$ cat config.mk
export PLATFORM = sky130hd
export DESIGN_NAME = stream_rr_arbiter
export DESIGN_NICKNAME = d
export VERILOG_FILES = /design/src/rtl/stream_rr_arbiter.sv
export SDC_FILE = /design/constraint.sdc
export NUM_CORES = 1
export LEC_CHECK = 0
export CAP_MARGIN = 10
export CORE_AREA = 2 2 39 41
export DETAILED_ROUTE_END_ITERATION = 16
export DIE_AREA = 0 0 41 43
export GPL_TIMING_DRIVEN = 0
export PLACE_DENSITY_LB_ADDON = 0.2
export SLEW_MARGIN = 20
export SYNTH_ARGS = -nofsm -noshare
export SYNTH_HDL_FRONTEND = slang
export SYNTH_SLANG_ARGS = --single-unit
$ cat constraint.sdc
create_clock -name clk -period 1.1 [get_ports clk]
set_clock_uncertainty 0.05 [all_clocks]
set_input_delay 0.165 -clock clk [delete_from_list [all_inputs] [get_ports clk]]
set_output_delay 0.165 -clock clk [all_outputs]
set_load 0.02 [all_outputs]
$ cat src/rtl/stream_rr_arbiter.sv
// Per-output-port round-robin packet arbiter: grants one requesting input and holds it until last beat.
// Optional zero-bubble re-arbitration on packet end via `define STREAM_ARB_FAST_SWITCH_EN.
module stream_rr_arbiter #(
  parameter int  S_DATA_COUNT = 2,
  localparam int ID_W = (S_DATA_COUNT > 1) ? $clog2(S_DATA_COUNT) : 1
) (
  input  logic                    clk,
  input  logic                    rst_n,
  input  logic [S_DATA_COUNT-1:0] req_i,
  input  logic [S_DATA_COUNT-1:0] last_i,
  input  logic                    hs_i,
  output logic [S_DATA_COUNT-1:0] grant_o,
  output logic [ID_W-1:0]         grant_id_o,
  output logic                    busy_o
);

  typedef enum logic {
    IDLE,
    LOCKED
  } state_t;

  state_t                  state_q, state_d;
  logic [S_DATA_COUNT-1:0] grant_d;
  logic [ID_W-1:0]         grant_id_d;
  logic [ID_W-1:0]         rr_ptr_q, rr_ptr_d;
  logic [ID_W-1:0]         ptr_inc;
  logic [ID_W-1:0]         search_start;
  logic [S_DATA_COUNT-1:0] req_rot;
  logic [ID_W-1:0]         pick_idx;
  logic                    pick_valid;
  logic                    pkt_end;
  int                      pick_sum;

  assign busy_o  = (state_q == LOCKED);
  assign pkt_end = busy_o && hs_i && (((last_i >> grant_id_o) & S_DATA_COUNT'(1)) != '0);
  assign ptr_inc = (grant_id_o == ID_W'(S_DATA_COUNT - 1)) ? '0 : grant_id_o + 1'b1;

  // While locked the only arbitration happens at packet end, starting just past the finisher.
  assign search_start = busy_o ? ptr_inc : rr_ptr_q;

  always_comb begin
    req_rot    = S_DATA_COUNT'({req_i, req_i} >> search_start);
    pick_valid = 1'b0;
    pick_idx   = '0;
    pick_sum   = 0;
    for (int i = 0; i < S_DATA_COUNT; i++) begin
      if (!pick_valid && (((req_rot >> i) & S_DATA_COUNT'(1)) != '0)) begin
        pick_valid = 1'b1;
        pick_sum   = int'(search_start) + i;
        if (pick_sum >= S_DATA_COUNT) pick_sum = pick_sum - S_DATA_COUNT;
        pick_idx   = ID_W'(pick_sum);
      end
    end
  end

  always_comb begin
    state_d    = state_q;
    grant_d    = grant_o;
    grant_id_d = grant_id_o;
    rr_ptr_d   = rr_ptr_q;
    case (state_q)
      IDLE: begin
        if (pick_valid) begin
          state_d    = LOCKED;
          grant_d    = S_DATA_COUNT'(1) << pick_idx;
          grant_id_d = pick_idx;
        end
      end
      LOCKED: begin
        if (pkt_end) begin
          rr_ptr_d = ptr_inc;
`ifdef STREAM_ARB_FAST_SWITCH_EN
          if (pick_valid) begin
            grant_d    = S_DATA_COUNT'(1) << pick_idx;
            grant_id_d = pick_idx;
          end else begin
            state_d = IDLE;
            grant_d = '0;
          end
`else
          state_d = IDLE;
          grant_d = '0;
`endif
        end
      end
      default: begin
        state_d = IDLE;
        grant_d = '0;
      end
    endcase
  end

  always_ff @(posedge clk or negedge rst_n) begin
    if (!rst_n) begin
      state_q    <= IDLE;
      grant_o    <= '0;
      grant_id_o <= '0;
      rr_ptr_q   <= '0;
    end else begin
      state_q    <= state_d;
      grant_o    <= grant_d;
      grant_id_o <= grant_id_d;
      rr_ptr_q   <= rr_ptr_d;
    end
  end

endmodule
== After elaboration in Yosys (flattened, before gate mapping) ==
Index checks and enable logic that the tools add are counted.

* Equality and inequality tests: 2
* Shift-type cells: 3
* Add/sub/neg operators: 4
* Multiplexer cells: 14
* Bitwise logic cells: 1
* Reduce and logical (&&, ||, !) cells: 7
* Order comparisons: 2

{| class="wikitable"
|+ Operator list
! cell !! number
|-
| 2-to-1 mux 1 bit || 10
|-
| AND reduction 2 bit || 3
|-
| 2-to-1 mux 2 bit || 2
|-
| case mux 2 bit (2 select lines) || 1
|-
| right shift 4 x 1 -> 2 bit || 1
|-
| logical AND 1 bit || 3
|-
| adder 1 x 1 -> 2 bit (second input constant) || 1
|-
| >= comparator 1 x 2 -> 1 bit (second input constant) || 1
|-
| >= comparator 2 bit (second input constant) || 1
|-
| != test 2 x 1 -> 1 bit (second input constant) || 1
|-
| != test 2 bit (second input constant) || 1
|-
| case mux 1 bit (2 select lines) || 1
|-
| << shifter 1 x 1 -> 2 bit (first input constant) || 1
|-
| right shift 2 x 1 -> 1 bit || 1
|-
| subtractor 1 bit (second input constant) || 2
|-
| adder 1 bit (second input constant) || 1
|-
| logical NOT 1 bit || 1
|-
| NOT 1 bit || 1
|}

* Logic and storage cells: 37
* Bits of input ports: 7
* Flip-flop bits (word level): 5

== Longest topological paths before layout ==
Gate-level depths: netlist of run 1.

* Word-level depth: 11
* Gate-level depth with buffers: 3
* Gate-level depth less buffers: 3

== Least setup slack after synthesis of run 1 ==
OpenSTA, ideal clock, no wires.

* Path kind: register -> register
* From: register grant_id_o
* To: register grant_o[1]
* Period minus slack after synthesis: 1,144 ps
* Arrival: 1,021 ps
* Data required time: 977 ps
* Setup time: 73 ps
* Cell stages (with the launch flop): 4
* Slack: -44 ps
* Path through: dfrtp_1 mux2i_2 o21ai_2 a21oi_2

* Cells in the longest elaborated chain, start to end: 11

{| class="wikitable"
|+ RTL lines
! element !! RTL line !! source
|-
| start, declared || 13 || <nowiki>output logic [ID_W-1:0] grant_id_o,</nowiki>
|-
| start signal, assigned || 102 || <nowiki>grant_id_o <= grant_id_d;</nowiki>
|-
| parallel branches: the longest is 11 deep, another holds adder 1 x 1 -> 2 bit || -- ||
|-
| end signal, assigned || 101 || <nowiki>grant_o <= grant_d;</nowiki>
|-
| end, declared || 12 || <nowiki>output logic [S_DATA_COUNT-1:0] grant_o,</nowiki>
|}

Parallel ways; which one is timed is not known. The select of a mux whose other input is x is not followed.
A chain may end at the register's enable or synchronous reset.

== Worst setup path in the final report of run 1 ==
* From: register grant_id_o
* To: output port grant_id_o

No word-level cell between the ends.

==> impl_metrics.tcl, run 1 <==
set metrics [dict create \
    status "finished clean" \
    via_per_inst 4.00 \
    seq_area_frac_synth 0.559 \
    ctsLongestPathBuffers 2 \
    cts_hold_buf 0 \
    ys_ff_latch 5 \
    wire_length_of_the_first_global_routing_pass_um 786 \
    netlist_instances 19 \
    nets 41 \
    grt_pass1_vias 175 \
    routed_len_inst_um 10.2 \
    required_ps 880 \
    crit_buf_inv 1 \
    setup_repair_after_global_routing_missed_its_margin "no" \
    max_cap_violations 0 \
    timing.critical_path.fanout_max 4 \
    grt_remaining_overflow 0 \
    vdd_ir_drop_max_uv 939 \
    setup_total_negative_slack_ps 0 \
    synth_enable_flop_cells 0 \
    cell_internal_pwr_mw 0.573 \
    worst_pin_slew_ps 230 \
    cts_buffer_count 3 \
    layout_cells_sized_above_1 0.394 \
    synth_top_flop_cell "sky130_fd_sc_hd__dfrtp_1" \
    finalCriticalPeriod_ps 1070 \
    dr.first_iter.drc_count 4 \
    antenna_violating_nets_post_route 0 \
    clock-sinks 5 \
    max-slew-margin-rel 0.843 \
    synth_most_common_cell "sky130_fd_sc_hd__dfrtp_1" \
    detail_route.wirelength_um 501 \
    synthArstFlopShare 1.00 \
    regToRegEndpoint "grant_o[0]" \
    timing.final.max_slew_violations 0 \
    rows 14 \
    slowest_stage "sky130_fd_sc_hd__dfrtp_2" \
    cts_setup_buffers 0 \
    rr_startpoint "grant_id_o" \
    routed_vias 196 \
    critPathKind "register to output port" \
    power.share.combinational 0.391 \
    crit_path_end_kind "output port" \
    place_congestion 0.743 \
    power.share.switching 0.376 \
    critPathMaxStageDelay_ps 440 \
    die_area_sq_um 1760 \
    power_per_cell_area_nw_per_um2 2520 \
    finish.utilization 0.263 \
    syn-num-nets 26 \
    clockRootBuffer "sky130_fd_sc_hd__clkbuf_4" \
    die_height_um 43 \
    initial_utilization 0.162 \
    path_cells "buf_2" \
    power.clock.fraction 0.233 \
    clock_slew_at_reported_path_ffs_ps 40 \
    ys_types 12 \
    max_freq_mhz 934 \
    power.share.sequential 0.376 \
    place.port_buffers 10 \
    worstSetupStartpointType "register" \
    cellLeakagePower_nw 0.148 \
    layout_worst_path_cycle_share 0.974 \
    drc 0 \
    crit_family "flip-flops" \
    synthDominantAreaCellType "sky130_fd_sc_hd__dfrtp_1" \
    syn_to_final_growth_pct 62.6 \
    reg2reg_depth 3 \
    grt_usage 0.0735 \
    synth.yosys.warnings 0 \
    grt_start_max_net_pins 6 \
    cts.htree.levels 1 \
    data_arrival_at_the_endpoint_of_the_critical_path_ps 860 \
    core-area_sq_um 1380 \
    clk-insertion-delay-late_ps 240 \
    hold_crit_class "input port to asynchronous set/reset pin" \
    setup_viol_count_final 0 \
    drtPass1Iterations 2 \
    syn-mean-instance-area_sq_um 11.8 \
    number_of_antenna_violations_at_the_first_check_in_global_routing 0 \
    cts_tree "done" \
    synth_area_leaders "sky130_fd_sc_hd__dfrtp_1 56%, sky130_fd_sc_hd__nand2b_1 8.4%, sky130_fd_sc_hd__mux2i_2 6.1%" \
    synth_largest_type_area_fraction 0.559 \
    synth.cells.most_frequent "5 x sky130_fd_sc_hd__dfrtp_1, 3 x sky130_fd_sc_hd__nand2b_1, 2 x sky130_fd_sc_hd__a21oi_1" \
    num_antenna_cells 0 \
    floorplan.die.width_um 41 \
    mappedNetlistArea_sq_um 224 \
    setup.reg_to_reg.worst_slack_ps 40 \
    switchingPower_mw 0.346 \
    report.final.hold_viol_count 0 \
    io-pin-count 11 \
]
cells by family after synthesis:
family,share of synthesized area
DFF,0.559
buffers and inverters,0.0167
muxes,0.0614
AOI/OAI and AO/OA,0.263
and+or+nand+nor,0.101
state kept, by name (all words and copies together) (netlist names):
signal	flops
busy_o	1
grant_id_o	1
rr_ptr_q	1
grant_o	2
worst max path at each step:
stage | to | cells past startpoint | from | slack (ps)
after floorplan | grant_o[1] | 3 | grant_id_o | 30
after global placement | grant_o[1] | 4 | last_i[0] | -120
after detailed placement | grant_o[1] | 4 | last_i[0] | -150
after CTS | grant_o[0] | 1 | grant_o[0] | 10
after global routing | grant_id_o | 1 | grant_id_o | 4
final | grant_id_o | 1 | grant_id_o | 30
layout by cell type (no fill, tap or decap), types with 2 or more instances in the layout:
| cell type | count |
|---|---|
| sky130_fd_sc_hd__a21oi_2 | 2 |
| sky130_fd_sc_hd__clkbuf_4 | 3 |
| sky130_fd_sc_hd__nand2b_1 | 3 |
| sky130_fd_sc_hd__dfrtp_1 | 4 |
| sky130_fd_sc_hd__clkdlybuf4s50_1 | 6 |
| sky130_fd_sc_hd__buf_2 | 4 |
cell type report:
type,count,area [sq um]
flip-flops and latches,5,126
multi-input cells,13,108
repair buffers,10,80.1
fillers,142,1020
well taps,16,20.0
clock buffers,4,26.3
inverters,1,3.75
power by group through the flow:
| stage | sequential [mW] | combinational [mW] | clock, mW |
|---|---|---|---|
| after floorplan | 0.413 | 0.143 | 0 |
| after global placement | 0.336 | 0.403 | 0 |
| after detailed placement | 0.338 | 0.408 | 0 |
| after CTS | 0.342 | 0.373 | 0.224 |
| after global routing | 0.356 | 0.385 | 0.248 |
| final | 0.345 | 0.360 | 0.214 |
per-stage QoR:
stage	cells	hold WS, ps	cell area, sq um	setup WS, ps	power (mW)
2_1_floorplan	19	-181	225	30.2	0.556
3_3_place_gp	45	362	345	-123	0.739
3_5_place_dp	45	361	345	-146	0.745
4_1_cts	49	100	367	10.9	0.939
5_1_grt	49	103	364	3.59	0.989
6_report	49	95.5	364	28.9	0.919
layer usage:
layer	global-route usage	vias up	part of all wire
li1	-	98	-
met1	0.0844	86	0.42
met2	0.0813	9	0.41
met3	0.0785	3	0.15
met4	0.0400	0	0.016
met5	0	-	0
what timing repair did:
item / CTS / global route
pin swaps: 0 / 0
endpoints found under the setup margin: 5 / 5
gates resized for setup: 16 / 3
Note: power is estimated with default switching activity, not from simulation.
==> run 2, diff against run 1 <==
DONT_BUFFER_PORTS = 1   (was default)
HOLD_SLACK_MARGIN = 0.1   (was default)
==> impl_metrics.tcl, run 2 (synthesis results as in run 1) <==
set metrics [dict create \
    status "finished, violations left" \
    failed_checks "negative setup slack" \
    required_ps 1180 \
    routed_vias 189 \
    ctsLongestPathBuffers 2 \
    grt_usage 0.0825 \
    fin_hold_ws_ps 142 \
    cts_tree "done" \
    floorplan.die.width_um 41 \
    post-route-worst-setup-slack_ps -29.6 \
    power.share.combinational 0.235 \
    grt.met2_usage 0.119 \
    critPathKind "register to register" \
    met3_track_utilization_from_global_routing 0.0314 \
    clock-sinks 5 \
    cellLeakagePower_nw 0.133 \
    num_antenna_cells 0 \
    slowest_stage "sky130_fd_sc_hd__dfrtp_2" \
    power.clock.fraction 0.258 \
    syn_to_final_growth_pct 48.6 \
    max_freq_mhz 885 \
    max-slew-margin-rel 0.845 \
    finalCriticalPeriod_ps 1130 \
    cts_buffer_count 3 \
    clk-insertion-delay-late_ps 250 \
    number_of_antenna_violations_at_the_first_check_in_global_routing 0 \
    die_height_um 43 \
    clock_slew_at_reported_path_ffs_ps 50 \
    via_per_inst 4.40 \
    wire_length_of_the_first_global_routing_pass_um 897 \
    nets 35 \
    place_congestion 0.660 \
    report.final.hold_viol_count 0 \
    die_area_sq_um 1760 \
    grt_start_max_net_pins 6 \
    data_arrival_at_the_endpoint_of_the_critical_path_ps 1210 \
    drc 0 \
    filler_cell_count 152 \
    area_occupied_by_multi_input_gates_sq_um 115 \
    placement.cell_area_sq_um 245 \
    layout_worst_path_cycle_share 1.03 \
    worst_pin_slew_ps 227 \
    crit_path_end_kind "register" \
    power_per_cell_area_nw_per_um2 2640 \
    path_cells "mux2i_4, o211ai_1, nand2b_1" \
    cell_internal_pwr_mw 0.528 \
    dr.first_iter.drc_count 5 \
    largest_reg_flops 2 \
    io-pin-count 11 \
    rows 14 \
    total_area_of_sequential_cells_sq_um 128 \
    switchingPower_mw 0.349 \
    setup_total_negative_slack_ps -61.5 \
    top_register "grant_o" \
    timing.critical_path.fanout_max 5 \
    fin_area_sq_um 333 \
    initial_utilization 0.162 \
    cts.htree.levels 1 \
    timing.final.max_slew_violations 0 \
    mostFrequentLayoutCell "sky130_fd_sc_hd__dlygate4sd3_1" \
    layout_cells_sized_above_1 0.407 \
    pre_cts_ws_ps -72.9 \
    clockRootBuffer "sky130_fd_sc_hd__clkbuf_4" \
    critPathMaxStageDelay_ps 480 \
    use_met1 0.0744 \
    drtPass1Iterations 3 \
    power.share.sequential 0.507 \
    grt_pass1_vias 213 \
    detail_route.wirelength_um 617 \
    globalRoute.busiestLayer "met2" \
    setup_repair_after_global_routing_missed_its_margin "yes" \
    worstSetupStartpointType "register" \
    max_cap_violations 0 \
    place.port_buffers 0 \
    routed_len_inst_um 14.3 \
    setup_viol_count_final 3 \
    vdd_ir_drop_max_uv 464 \
    grt_remaining_overflow 0 \
    layout_common_cells "4 x sky130_fd_sc_hd__dlygate4sd3_1, 3 x sky130_fd_sc_hd__clkbuf_4, 3 x sky130_fd_sc_hd__dfrtp_1" \
    power.share.switching 0.398 \
    hold_crit_class "input port to register" \
    antenna_violating_nets_post_route 0 \
    core-area_sq_um 1380 \
    post-dp-hpwl_um 377 \
]
-- run 2: path summary, 6_finish.rpt --
kind	startpoint	end	slack (ps)	depth (start not counted)
setup reg to reg	grant_id_o	grant_o[0]	-30	3
max in group asynchronous	rst_n	busy_o	620	1
min in group asynchronous	rst_n	rr_ptr_q	160	1
hold / removal	last_i[0]	busy_o	140	2
hold reg to reg	rr_ptr_q	rr_ptr_q	490	2
setup / recovery	grant_id_o	grant_o[0]	-30	3
-- run 2: cell type report --
cell class | count | share of cell area
Multi-Input combinational cell | 13 | 0.346
Timing Repair Buffer | 4 | 0.120
Tap cell | 16 | 0.0602
Sequential cell | 5 | 0.383
Inverter | 1 | 0.0113
Clock buffer | 4 | 0.0789
-- run 2: what timing repair did --
action / 4_1_cts / 5_1_grt
resized for setup: 4 / 1
pin swaps: 1 / 2
endpoints found under the setup margin: 5 / 5
hold buffers: 3 / 1
endpoints found under the hold margin: 9 / 1
buffers inserted: 0 / 0
-- run 2: stage by stage --
| stage | utilization | power (mW) | std cells |
|---|---|---|---|
| after floorplan | - | 0.556 | 19 |
| after global placement | 0.177 | 0.594 | 35 |
| after detailed placement | 0.177 | 0.601 | 35 |
| after CTS | 0.228 | 0.866 | 42 |
| after global routing | 0.241 | 0.945 | 43 |
| final | 0.241 | 0.877 | 43 |
-- run 2: critical path: cells and delay by family (launching register included) --
kind	cells	cell delay, ps
AOI/OAI and AO/OA	1	180
DFF	1	480
muxes	1	230
and+or+nand+nor	1	70
-- run 2: power groups by stage --
stage	registers (mW)	logic [mW]	clock network (mW)
after floorplan	0.413	0.143	0
after global placement	0.434	0.161	0
after detailed placement	0.436	0.164	0
after CTS	0.446	0.196	0.225
after global routing	0.462	0.221	0.262
final	0.445	0.206	0.226
-- run 2: routing by layer --
layer,routed length [um],part of all wire
met5,0,0
met4,10,0.016
met3,47,0.076
met2,345,0.56
met1,214,0.35
==> patch 1, RTL diff (config.mk and constraints of run 2) <==
Reset style: synchronous (`rst_n`), changed in one clocked block.
--- a/src/rtl/stream_rr_arbiter.sv
+++ b/src/rtl/stream_rr_arbiter.sv
@@ -90,7 +90,7 @@
     endcase
   end
 
-  always_ff @(posedge clk or negedge rst_n) begin
+  always_ff @(posedge clk) begin
     if (!rst_n) begin
       state_q    <= IDLE;
       grant_o    <= '0;
Check against the original RTL: differs if rst_n is asserted again (counterexample within 4 cycles, from zero or initial values and one cycle with rst_n low); with rst_n held inactive, the same outputs for 10 cycles.
==> patch 1 against run 2 <==
The run still ends with negative setup slack left; worst hold slack worse by 0.038 ns; wire length shrank 13%; count of clock-buffer cells in the layout stayed put; area after synthesis down 1.1%; sequential cell count unchanged; critical path type unchanged; worst setup slack got worse by 0.053 ns; cell area down 1.5%; global-route usage down 0.81 points.
Power is not compared: it rests on default switching activity, and its combinational part moved more than twofold at a synthesized area within 25%.
==> patch 1: results (changes against run 2) <==
final setup violating endpoints=3 (unchanged); failing checks=negative setup slack; Seq/Total Area, Yosys=45.2% (-11 points); met1 Use GR=6.77% (-0.67 points); total number of vias=198 (+4.8%); WL/cell=12.5 um (-13%); RR Endpoint=busy_o$_SDFF_PN0_; final worst-path setup slack=-0.0827 ns (-0.0531 ns); Fin Hold WS=0.104 ns (-0.0379 ns); first-pass GRT wire length=800 um (-11%); Crit path largest cell delay=0.39 ns (-0.09 ns); final core utilization=23.7% (-0.36 points); CP max-delay cell=dfxtp_4; Unique masters post-synth=16 (+4); Post-Syn Area per Cell=10.1 um^2 (-15%); Synth Net Count=29 (+12%); post-synthesis mux area share=5.08% (-1.1 points); asr flop ratio synth=0% (-100 points); worst hold path depth=3 (+1); crit-path max FO=4 (-1); non-clk buf share=3.05% (-9.0 points); Post-synth top cells=dfxtp_1, a31o_1, a31oi_1; status=finished, violations left; vias in the first global route=207 (-2.8%); layout cell share with drive strength beyond 1=37.0% (-3.7 points); placed cell area=267 um^2 (+8.7%); Worst Tran Pin Value=0.269 ns (+0.0420 ns); CP arrival=1.31 ns (+0.10 ns); Hold EP=rr_ptr_q$_SDFFE_PN0P_; met3 usage=4.71% (+1.6 points); multi-input logic area=160 um^2 (+39%); multi-input gates=16 (+3); setup slack at placement=-0.127 ns (-0.0543 ns); hold path startpoint=last_i[1]
[patch 1: logic make-up after synthesis]
family / count (synthesis)
muxes: 1
AOI/OAI and AO/OA: 9
DFF: 5
buffers and inverters: 1
and+or+nand+nor: 6
[patch 1: worst max path at each step]
stage	end	slack [ns]
global placement	grant_o[0]$_SDFFE_PN0P_	-0.16
finish	busy_o$_SDFF_PN0_	-0.08
detailed placement	grant_o[0]$_SDFFE_PN0P_	-0.13
floorplan	busy_o$_SDFF_PN0_	-0.02
global route	busy_o$_SDFF_PN0_	-0.12
CTS	busy_o$_SDFF_PN0_	-0.09
[patch 1: what timing repair did]
action	4_1_cts	5_1_grt
endpoints found under the hold margin	1	0
gates resized for setup	3	2
hold buffers	1	0
endpoints found under the setup margin	3	3
pin swaps	1	1
[patch 1: routing by layer]
layer | up-vias | wire length [um]
li1 | 98 | -
met3 | 0 | 44
met1 | 94 | 212
met4 | 0 | 0
met2 | 6 | 278
met5 | - | 0
==> patch 2, RTL diff (flow settings as in run 2) <==
Without the edit above. Change the parameter `S_DATA_COUNT` from 2 to 4.
--- a/src/rtl/stream_rr_arbiter.sv
+++ b/src/rtl/stream_rr_arbiter.sv
@@ -1,7 +1,7 @@
 // Per-output-port round-robin packet arbiter: grants one requesting input and holds it until last beat.
 // Optional zero-bubble re-arbitration on packet end via `define STREAM_ARB_FAST_SWITCH_EN.
 module stream_rr_arbiter #(
-  parameter int  S_DATA_COUNT = 2,
+  parameter int  S_DATA_COUNT = 4,
   localparam int ID_W = (S_DATA_COUNT > 1) ? $clog2(S_DATA_COUNT) : 1
 ) (
   input  logic                    clk,
Interface: changed (resized grant_id_o, grant_o, last_i and req_i); port bits go from 11 to 18. The function was not compared with the original's and may differ.
==> patch 2 against run 2 <==
The run still ends with negative setup slack left; power rose to 2.8 times the old value; cell area up 120%; area after synthesis grew to 2.7 times the old value; worst setup slack lost 0.88 ns; sequential cell count is 4 higher; wire length grew 95%; synthesized cell count rose to 2.8 times the old value; die area is the same; global-route usage up 8.5 points.
==> patch 2: results (changes against run 2) <==
status=finished, violations left; failing checks=negative setup slack; critical path's top delay family=flip-flops; vias in the first global route=436 (+100%); Largest regs=grant_o x4, grant_id_o x2, rr_ptr_q x2; placed insts=69 (+97%); Post-Route WL=1.21 mm (+95%); final worst-path setup slack=-0.911 ns (-0.882 ns); crit-path max FO=8 (+3); CP arrival=2.11 ns (+0.90 ns); Synth area leaders=dfrtp_1, mux2_4, nand4b_4; diode count=0 (unchanged); Crit path largest cell delay=0.55 ns (+0.07 ns); total number of vias=431 (+130%); hold crit path type=in -> reg; TritonCTS buffer count=3 (unchanged); Synth Net Count=65 (+150%); VDD IR max=1.67 mV (+260%); Cells after Synth=53 (+34); P_leak=0.295 nW (+120%); asr flop ratio synth=100% (unchanged); CTS max path bufs=2 (unchanged); final setup violating endpoints=9 (+6); layout cell share with drive strength beyond 1=36.7% (-4.1 points); Yosys warning total=0 (unchanged); Post-synth top cells=dfrtp_1, nand2_1, inv_1; H-tree depth=1 (unchanged); First-pass DRT Iterations=3 (unchanged); GPL Wtd Cong=0.789 (+19%); CTS Hold Bufs=1 (-2); GR Util All Layers=16.7% (+8.5 points); predominant post-synthesis flop cell=dfrtp_1; PortBufs=0 (unchanged); Seq/Total Area, Yosys=36.8% (-19 points); clock slew seen by the registers of the worst setup and hold paths=0.06 ns; placed cell area=647 um^2 (+160%); Skew-Pair Late Insertion Delay=0.26 ns; Residual DRC=0 (unchanged); CP max-delay cell=dfrtp_2; first-pass GRT wire length=1.91 mm (+110%); setup slack at placement=-0.893 ns (-0.820 ns); layout net count=73 (+110%); Unique masters post-synth=32 (+20); Root Buffer=clkbuf_4; Worst Tran Pin Value=0.417 ns (+0.190 ns); largest net degree at the start of global routing=11 (+5); total negative slack=-6.48 ns (-6.41 ns); initial antenna violation count=0 (unchanged); post-DR vias/cell=5.67 (+29%); Starting DRT DRC Count=3 (-2)
[patch 2: repair_timing]
action / 4_1_cts / 5_1_grt
resized for setup: 1 / 2
setup buffers: 1 / 1
setup endpoints to repair: 9 / 9
pin swaps: 5 / 2
endpoints found under the hold margin: 11 / 1
[patch 2: power breakdown]
| part | internal, mW | total [mW] | switching (mW) | leakage [nW] |
|---|---|---|---|---|
| registers | 0.492 | 0.840 | 0.348 | 0.110 |
| logic | 0.728 | 1.33 | 0.606 | 0.169 |
| clock network | 0.140 | 0.257 | 0.117 | 0.0150 |
[patch 2: stage by stage]
| step | power (mW) | util (%) |
|---|---|---|
| 6_report | 2.43 | 51.7 |
| 3_5_place_dp | 2.03 | 46.7 |
| 5_1_grt | 2.61 | 51.7 |
| 3_3_place_gp | 2.02 | 46.7 |
| 2_1_floorplan | 1.82 | - |
| 4_1_cts | 2.37 | 50.7 |
[patch 2: cell type report]
| cell class | count | area, um^2 |
|---|---|---|
| inverter | 3 | 11.3 |
| buffer | 1 | 11.3 |
| multi-input combinational | 40 | 394 |
| sequential | 9 | 228 |
| tap | 16 | 20.0 |
| fill | 126 | 668 |
| clock buffer | 4 | 26.3 |
| timing repair buffer | 3 | 25.0 |
[patch 2: kinds of logic (layout without fill, tap and decap cells)]
group / after synthesis / in the layout / synth area share [%]
adders and majority gates: 1 / 1 / 2.04
buffers and inverters: 4 / 11 / 3.68
muxes: 5 / 5 / 10.2
and+or+nand+nor: 21 / 21 / 29.4
DFF: 9 / 9 / 36.8
AOI/OAI and AO/OA: 13 / 13 / 17.8
[patch 2: worst register-to-register path, cell delays in order (launching register included)]
cell	delay (ns)
dfrtp_2	0.55
ha_4	0.26
mux2_4	0.29
or2_1	0.23
a21oi_2	0.17
nor4_4	0.08
mux2_4	0.26
[patch 2: layer usage]
| layer | up-vias | track usage, % | routed length, um |
|---|---|---|---|
| met2 | 13 | 21.9 | 558 |
| met1 | 195 | 24.2 | 555 |
| li1 | 219 | - | - |
| met4 | 0 | 10.0 | 22 |
| met3 | 4 | 3.66 | 70 |
| met5 | - | 0 | 0 |
[patch 2: worst paths after layout]
check                                           from                         to  slack, ns  cells after the start
hold / removal                                  hs_i    rr_ptr_q[0]$_DFFE_PN0P_       0.05                      2
hold reg to reg              rr_ptr_q[0]$_DFFE_PN0P_    rr_ptr_q[0]$_DFFE_PN0P_       0.46                      2
setup reg to reg           grant_id_o[0]$_DFFE_PN0P_  grant_id_o[0]$_DFFE_PN0P_      -0.91                      6
max in group asynchronous                      rst_n  grant_id_o[1]$_DFFE_PN0P_       0.48                      1
min in group asynchronous                      rst_n     grant_o[2]$_DFFE_PN0P_       0.21                      1
setup / recovery           grant_id_o[0]$_DFFE_PN0P_  grant_id_o[0]$_DFFE_PN0P_      -0.91                      6
